==> src/rtl/spi_arbiter.sv <==
// Round-robin arbiter sharing one SPI master among four requesters; requester i talks to slave i.
// Grants latch the request word, start the transfer, and return the received word or a timeout.
module spi_arbiter #(
   parameter int bits_num = 8,
   parameter int TIMEOUT  = 255
) (
   input  logic                    clk,
   input  logic                    reset,
   input  logic [3:0]              req,
   input  logic [4*bits_num-1:0]   req_data,
   output logic [3:0]              gnt,
   output logic [3:0]              rsp_valid,
   output logic                    rsp_err,
   output logic [bits_num-1:0]     rsp_data,
   output logic                    busy,
   output logic                    spi_tx_start,
   output logic [1:0]              spi_sel,
   output logic [bits_num-1:0]     spi_data,
   input  logic                    spi_tx_end,
   input  logic [bits_num-1:0]     spi_rx_data
);

   localparam int CW = $clog2(TIMEOUT + 1);

   typedef enum logic [1:0] {IDLE, START, WAIT, DONE} state_t;

   state_t              state_q, state_d;
   logic [1:0]          last_q, last_d;
   logic [CW-1:0]       cnt_q, cnt_d;
   logic                tx_end_q, tx_end_d;
   logic [3:0]          gnt_q, gnt_d;
   logic [3:0]          rsp_valid_q, rsp_valid_d;
   logic                rsp_err_q, rsp_err_d;
   logic [bits_num-1:0] rsp_data_q, rsp_data_d;
   logic                busy_q, busy_d;
   logic                tx_start_q, tx_start_d;
   logic [1:0]          sel_q, sel_d;
   logic [bits_num-1:0] data_q, data_d;
   logic [1:0]          win;

   // Search last+1, last+2, ... ; k=4 wraps back onto last itself.
   always_comb begin
      logic [1:0] idx;
      logic       found;
      idx   = '0;
      found = 1'b0;
      win   = last_q;
      for (int k = 1; k <= 4; k++) begin
         idx = last_q + 2'(k);
         if (!found && req[idx]) begin
            win   = idx;
            found = 1'b1;
         end
      end
   end

   always_comb begin
      state_d     = state_q;
      last_d      = last_q;
      cnt_d       = cnt_q;
      tx_end_d    = spi_tx_end;
      gnt_d       = '0;
      rsp_valid_d = '0;
      rsp_err_d   = 1'b0;
      rsp_data_d  = rsp_data_q;
      tx_start_d  = 1'b0;
      sel_d       = sel_q;
      data_d      = data_q;
      case (state_q)
         IDLE: if (req != 4'b0000) begin
            data_d  = req_data[win*bits_num +: bits_num];
            sel_d   = win;
            last_d  = win;
            gnt_d   = 4'(1) << win;
            state_d = START;
         end
         START: begin
            tx_start_d = 1'b1;
            cnt_d      = '0;
            state_d    = WAIT;
         end
         WAIT: begin
            // A real completion wins over a timeout landing on the same cycle.
            if (spi_tx_end && !tx_end_q) begin
               rsp_data_d  = spi_rx_data;
               rsp_valid_d = 4'(1) << sel_q;
               state_d     = DONE;
            end else if (cnt_q == CW'(TIMEOUT)) begin
               rsp_valid_d = 4'(1) << sel_q;
               rsp_err_d   = 1'b1;
               state_d     = DONE;
            end else begin
               cnt_d = cnt_q + CW'(1);
            end
         end
         DONE: if (!spi_tx_end) state_d = IDLE;
         default: state_d = IDLE;
      endcase
      busy_d = (state_d != IDLE);
   end

   always_ff @(posedge clk or negedge reset) begin
      if (!reset) begin
         state_q     <= IDLE;
         last_q      <= 2'd3;
         cnt_q       <= '0;
         tx_end_q    <= 1'b0;
         gnt_q       <= '0;
         rsp_valid_q <= '0;
         rsp_err_q   <= 1'b0;
         rsp_data_q  <= '0;
         busy_q      <= 1'b0;
         tx_start_q  <= 1'b0;
         sel_q       <= '0;
         data_q      <= '0;
      end else begin
         state_q     <= state_d;
         last_q      <= last_d;
         cnt_q       <= cnt_d;
         tx_end_q    <= tx_end_d;
         gnt_q       <= gnt_d;
         rsp_valid_q <= rsp_valid_d;
         rsp_err_q   <= rsp_err_d;
         rsp_data_q  <= rsp_data_d;
         busy_q      <= busy_d;
         tx_start_q  <= tx_start_d;
         sel_q       <= sel_d;
         data_q      <= data_d;
      end
   end

   assign gnt          = gnt_q;
   assign rsp_valid    = rsp_valid_q;
   assign rsp_err      = rsp_err_q;
   assign rsp_data     = rsp_data_q;
   assign busy         = busy_q;
   assign spi_tx_start = tx_start_q;
   assign spi_sel      = sel_q;
   assign spi_data     = data_q;

endmodule

==> config.mk <==
export PLATFORM = sky130hd
export DESIGN_NAME = spi_arbiter
export DESIGN_NICKNAME = d
export VERILOG_FILES = /design/src/rtl/spi_arbiter.sv
export SDC_FILE = /design/constraint.sdc
export NUM_CORES = 1
export LEC_CHECK = 0
export CAP_MARGIN = 30
export CORE_ASPECT_RATIO = 1.75
export CORE_MARGIN = 1.5
export CORE_UTILIZATION = 42
export DETAILED_ROUTE_END_ITERATION = 8
export PLACE_DENSITY_LB_ADDON = 0.05
export SETUP_SLACK_MARGIN = 0.05
export SYNTH_ARGS = -nofsm -noshare
export SYNTH_HDL_FRONTEND = slang
export SYNTH_SLANG_ARGS = --single-unit
export TNS_END_PERCENT = 20
==> constraint.sdc <==
create_clock -name clk -period 4 [get_ports clk]
set_input_delay 0.4 -clock clk [delete_from_list [all_inputs] [get_ports clk]]
set_output_delay 0.4 -clock clk [all_outputs]
set_load 0.05 [all_outputs]
==> results.yml <==
status:
  status: "complete, no violations"
timing:
  finalMaxSlewViolations: 0
  tightest_slew_ns: 0.895
  fin_tns_setup_ns: 0
  finalSetupViolCount: 0
  skew_ns: 0.0101
  hold_violations: 0
  rsz0062_at_grt: "no"
  slew_headroom_pct: 40.3
  fmax_ghz: 0.453
  period_needed_ns: 2.21
  post-route-period-util_pct: 55.1
yosys:
  ys_ff_latch: 42
  syn_inst: 194
  seq_area_frac_synth_pct: 48.6
  synth_edf_count: 0
  synth_ff_type: "dfrtp_1"
  synth_cell_types: 46
  postSynthAreaPerCell_um2: 11.2
  syn-num-nets: 246
  syn_area_um2: 2170
  synth-async-reset-ratio_pct: 100
  yosysWarningCount: 0
die:
  die-height_um: 98.0
  core-area_um2: 4980
  start_util_pct: 43.5
  die_x_um: 57.3
  dieArea_um2: 5620
  ioPinCount: 76
  rows: 34
cts:
  clkLatencyLatePin_ns: 0.29
  cts_tree: "built"
  ctsHoldBuffers: 0
  cts_resized: 0
  clk_pin_slew_ns: 0.08
  cts_root_buf: "clkbuf_8"
  post_cts_buffers: 0
  cts_buffers: 5
  cts_num_sinks: 42
  h-tree-depth: 2
  clockBufferDepth: 2
final_layout:
  finalInstanceArea_um2: 3030
  syn2layout_area_growth_pct: 40.0
  drive_above_1_share_pct: 14.1
  finish.net_count: 321
  diodes: 0
setup_path:
  endpoint_kind: "flip-flop"
  cp-start-kind: "flip-flop"
  required_ns: 4.18
  cp_data_arrival_time_ns: 2.39
  cp_max_fo: 11
  critical_path_class: "flip-flop to flip-flop"
place:
  dp_hpwl_um: 3810
  port_buffers: 75
  routabilityCongestion: 0.767
  placed_area_um2: 2920
global_routing:
  grt_max_degree: 43
  grt_use_total_pct: 19.0
  grt_overflow: 0
  first_global_vias: 1791
  antenna_found_initial: 0
  grt_pass1_wl_um: 8320
drt:
  vias: 1743
  drt-vias-per-instance: 5.40
  firstDrtPassIters: 4
  detail-route-antenna-nets: 0
  drc: 0
  wirelength_um: 4970
  wl_per_cell_um: 15.4
  drt_iter0_markers: 42
power_and_ir_drop:
  power_density_nw_per_um2: 805
  power.total_mw: 2.44
  cellLeakagePower_nw: 1.26
  vdd_drop_max_uv: 547
job:
  cap_viol_max_count: 0
worst_hold_path:
  hp-class: "input port to asynchronous set/reset pin"
kinds of logic after synthesis:
group                    synth area share [%]
AND/OR/NAND/NOR                          18.2
AO/OA/AOI/OAI                            17.6
flip-flops                               48.6
multiplexers                             7.85
buffers and inverters                    4.10
adder cells (fa/ha/maj)                  2.89
XOR/XNOR                                0.808
layout make-up:
class	instances	area, um2
Fill cell	428	1940
Sequential cell	42	1050
Multi-Input combinational cell	138	1020
Timing Repair Buffer	76	753
Clock buffer	6	82.6
Tap cell	54	67.6
Clock inverter	1	30.0
Inverter	6	22.5
per-stage QoR:
stage	utilization [%]	hold slack (ns)	instances	setup WS, ns
6_report	61.0	0.227	323	1.79
5_1_grt	61.0	0.316	323	1.59
4_1_cts	61.0	0.263	323	1.77
3_5_place_dp	58.7	0.492	316	1.55
3_3_place_gp	58.7	0.486	316	1.57
2_1_floorplan	-	0.104	194	2.21
where the power goes:
part | internal (mW) | switching, mW | leakage, nW
Clock | 0.200 | 0.139 | 0.0573
Sequential | 0.585 | 0.0990 | 0.527
Combinational | 0.520 | 0.899 | 0.672
critical path: stages, from the launching register on:
cell and delay (ns):
dfrtp_1 0.39, inv_1 0.08, ha_1 0.34, nand3b_1 0.43, o31ai_2 0.26, nor4_1 0.37, xnor2_1 0.16, nor2_1 0.06
flip-flops by register name (all words and copies together) (netlist names):
name and count:
busy 1, cnt_q 8, gnt 4, last_q 2, rsp_data 8, rsp_err 1
rsp_valid 4, spi_data 8, spi_sel 2, spi_tx_start 1, state_q 2, tx_end_q 1
synth_stat cells (4+ instances only):
| cell type | number | area, um2 |
|---|---|---|
| nand2_1 | 16 | 60.1 |
| a21oi_1 | 5 | 25.0 |
| a211oi_1 | 4 | 30.0 |
| mux2_2 | 8 | 90.1 |
| dfrtp_1 | 40 | 1000 |
| o21ai_0 | 9 | 45.0 |
| nand2b_1 | 4 | 25.0 |
| nor4b_1 | 8 | 70.1 |
| ha_1 | 5 | 62.6 |
| mux2i_1 | 8 | 80.1 |
| a211oi_2 | 12 | 150 |
| inv_1 | 6 | 22.5 |
| buf_6 | 4 | 45.0 |
| nor2_1 | 19 | 71.3 |
per-layer routing:
metal | wire length [um] | GRT usage [%] | share of wire [%] | vias up
met5 | 0 | 0 | 0 | -
met4 | 109 | 8.05 | 2.2 | 0
met3 | 198 | 3.31 | 4.0 | 8
met2 | 2740 | 35.5 | 55 | 53
met1 | 1910 | 20.2 | 39 | 831
li1 | - | - | - | 851
path summary, 6_finish.rpt:
| check | from | to | slack (ns) | cells after the start |
|---|---|---|---|---|
| max in group asynchronous | reset | rsp_valid[2] | 3.21 | 1 |
| worst max register to register | state_q[0] | cnt_q[7] | 1.79 | 7 |
| min in group clk | rsp_data[3] | rsp_data[3] | 0.51 | 1 |
| worst min-delay path | reset | rsp_data[2] | 0.23 | 1 |
| worst max-delay path | state_q[0] | cnt_q[7] | 1.79 | 7 |
| worst min register to register | rsp_data[3] | rsp_data[3] | 0.51 | 1 |
cell usage in the layout, fill, tap and decap left out, drive strengths merged, types with 2 or more instances in the layout:
cell type | Yosys | final
clkdlybuf4s50 | 0 | 74
dfrtp | 40 | 40
nor2 | 19 | 19
nand2 | 16 | 16
a211oi | 16 | 16
o21ai | 10 | 10
mux2i | 8 | 8
nor4b | 8 | 8
mux2 | 8 | 8
a21oi | 7 | 7
inv | 6 | 6
clkbuf | 1 | 6
ha | 5 | 5
nand2b | 4 | 4
nor3 | 4 | 4
or3 | 3 | 3
and3 | 3 | 3
nand3 | 3 | 3
nand4 | 3 | 3
nor4 | 2 | 2
xnor2 | 2 | 2
dfstp | 2 | 2
or2 | 2 | 2
a21boi | 2 | 2
buf | 7 | 2
(Power assumes the default switching activity.)
==> variant (same settings) <==
`bits_num`: 8 -> 7.
--- a/src/rtl/spi_arbiter.sv
+++ b/src/rtl/spi_arbiter.sv
@@ -1,7 +1,7 @@
 // Round-robin arbiter sharing one SPI master among four requesters; requester i talks to slave i.
 // Grants latch the request word, start the transfer, and return the received word or a timeout.
 module spi_arbiter #(
-   parameter int bits_num = 8,
+   parameter int bits_num = 7,
    parameter int TIMEOUT  = 255
 ) (
    input  logic                    clk,
Ports: changed (resized req_data, rsp_data, spi_data and spi_rx_data); port bits go from 76 to 69. The function was not compared with the original's and may differ.
==> variant against the unedited design <==
- area after synthesis shrank 7.2%
- non-clock buffer count is 6 lower
- sequential cell count is 2 lower
- total power shrank 7.7%
- routed wire length decreased by 5.8%
- combinational power shrank 9.9%
- final area shrank 6.8%
- worst setup slack better by 0.023 ns
- count of clock-buffer cells in the layout down 1
==> variant: results (changes against the unedited design) <==
[global_route]
track_usage_pct=19.22  ; was 19.02%
grt_pass1_wl_um=7838  ; was 8321 µm
grt_max_degree=41  ; was 43

[drt]
drt_iter0_drc=85  ; was 42
wl_per_cell_um=15.15  ; was 15.38 µm
dr_total_vias=1673  ; was 1743
vias_per_cell=5.414  ; was 5.396

[finish]
multi_input_area_um2=907.1  ; was 1025 µm²
drive_gt1_share_pct=15.56  ; was 14.13%
nFillCells=425  ; was 428
nets=303  ; was 321

[worst_setup_path]
rrSetupSlack_ns=1.82  ; was 1.79 ns
critPathSlowestCell=dfstp_2  ; was nand3b_1
slowest_delay_ns=0.56  ; was 0.43 ns
crit_fanout=10  ; was 11

[logic_synthesis]
yosys-top-cells-count=dfrtp_1, nand2_1, inv_1, mux2_2  ; was dfrtp_1, nor2_1, nand2_1
avgSynthCellArea_um2=10.88  ; was 11.17 µm²
synth_cell_types=40  ; was 46
synth_fp_nets=232  ; was 246
ys_seq_area_share_pct=49.88  ; was 48.61%
synthTopCellsByArea=dfrtp_1, mux2_2, o31ai_1, o221a_2, ha_1  ; was dfrtp_1, a211oi_2, mux2_2, mux2i_1, nor2_1

[placement]
pre_cts_ws_ns=1.520  ; was 1.552 ns
place_area_um2=2715  ; was 2922 µm²
io_buffers=68  ; was 75

[pwr]
p_leak_uw=0.001235  ; was 0.001257 µW
p_sw_share_pct=45.20  ; was 46.57%
power_clock_uw=327  ; was 339 µW

[timing]
worst_slew_pin_slew_ns=0.8717  ; was 0.8954 ns
fin_crit_sh_pct=54.56  ; was 55.14%
hold_ws_ns=0.2149  ; was 0.2265 ns
finalClockSkew_ns=0.003915  ; was 0.01005 ns

[outcome]
run_status=completed  ; unchanged

## variant: final timing paths
kind	cells after the start	to	startpoint
worst max-delay path	5	spi_data[2]	last_q[0]
worst min-delay path	1	rsp_data[4]	reset
worst max register to register	5	spi_data[2]	last_q[0]
worst min register to register	1	rsp_data[1]	rsp_data[1]
max in group asynchronous	1	busy	reset
min in group clk	1	rsp_data[1]	rsp_data[1]
## variant: final cells by class
type                            count  area share (%)
Clock buffer                        5           2.435
Clock inverter                      3           1.505
Inverter                           13           1.726
Multi-Input combinational cell    126           32.09
Sequential cell                    40           35.50
Tap cell                           52           2.302
Timing Repair Buffer               70           24.44
## variant: metal layers
layer	global-route usage (%)	part of all wire [%]
met1	18.89	36
met2	36.61	56
met3	4.658	4.4
met4	9.756	2.8
met5	0	0
## variant: kinds of logic after synthesis
family          after synthesis  share of synthesized area (%)
compound gates               53                          19.71
mux                          14                          7.774
fa+ha+maj                     5                          3.109
simple gates                 54                          14.49
flops                        40                          49.88
buf+inv                      19                          5.037
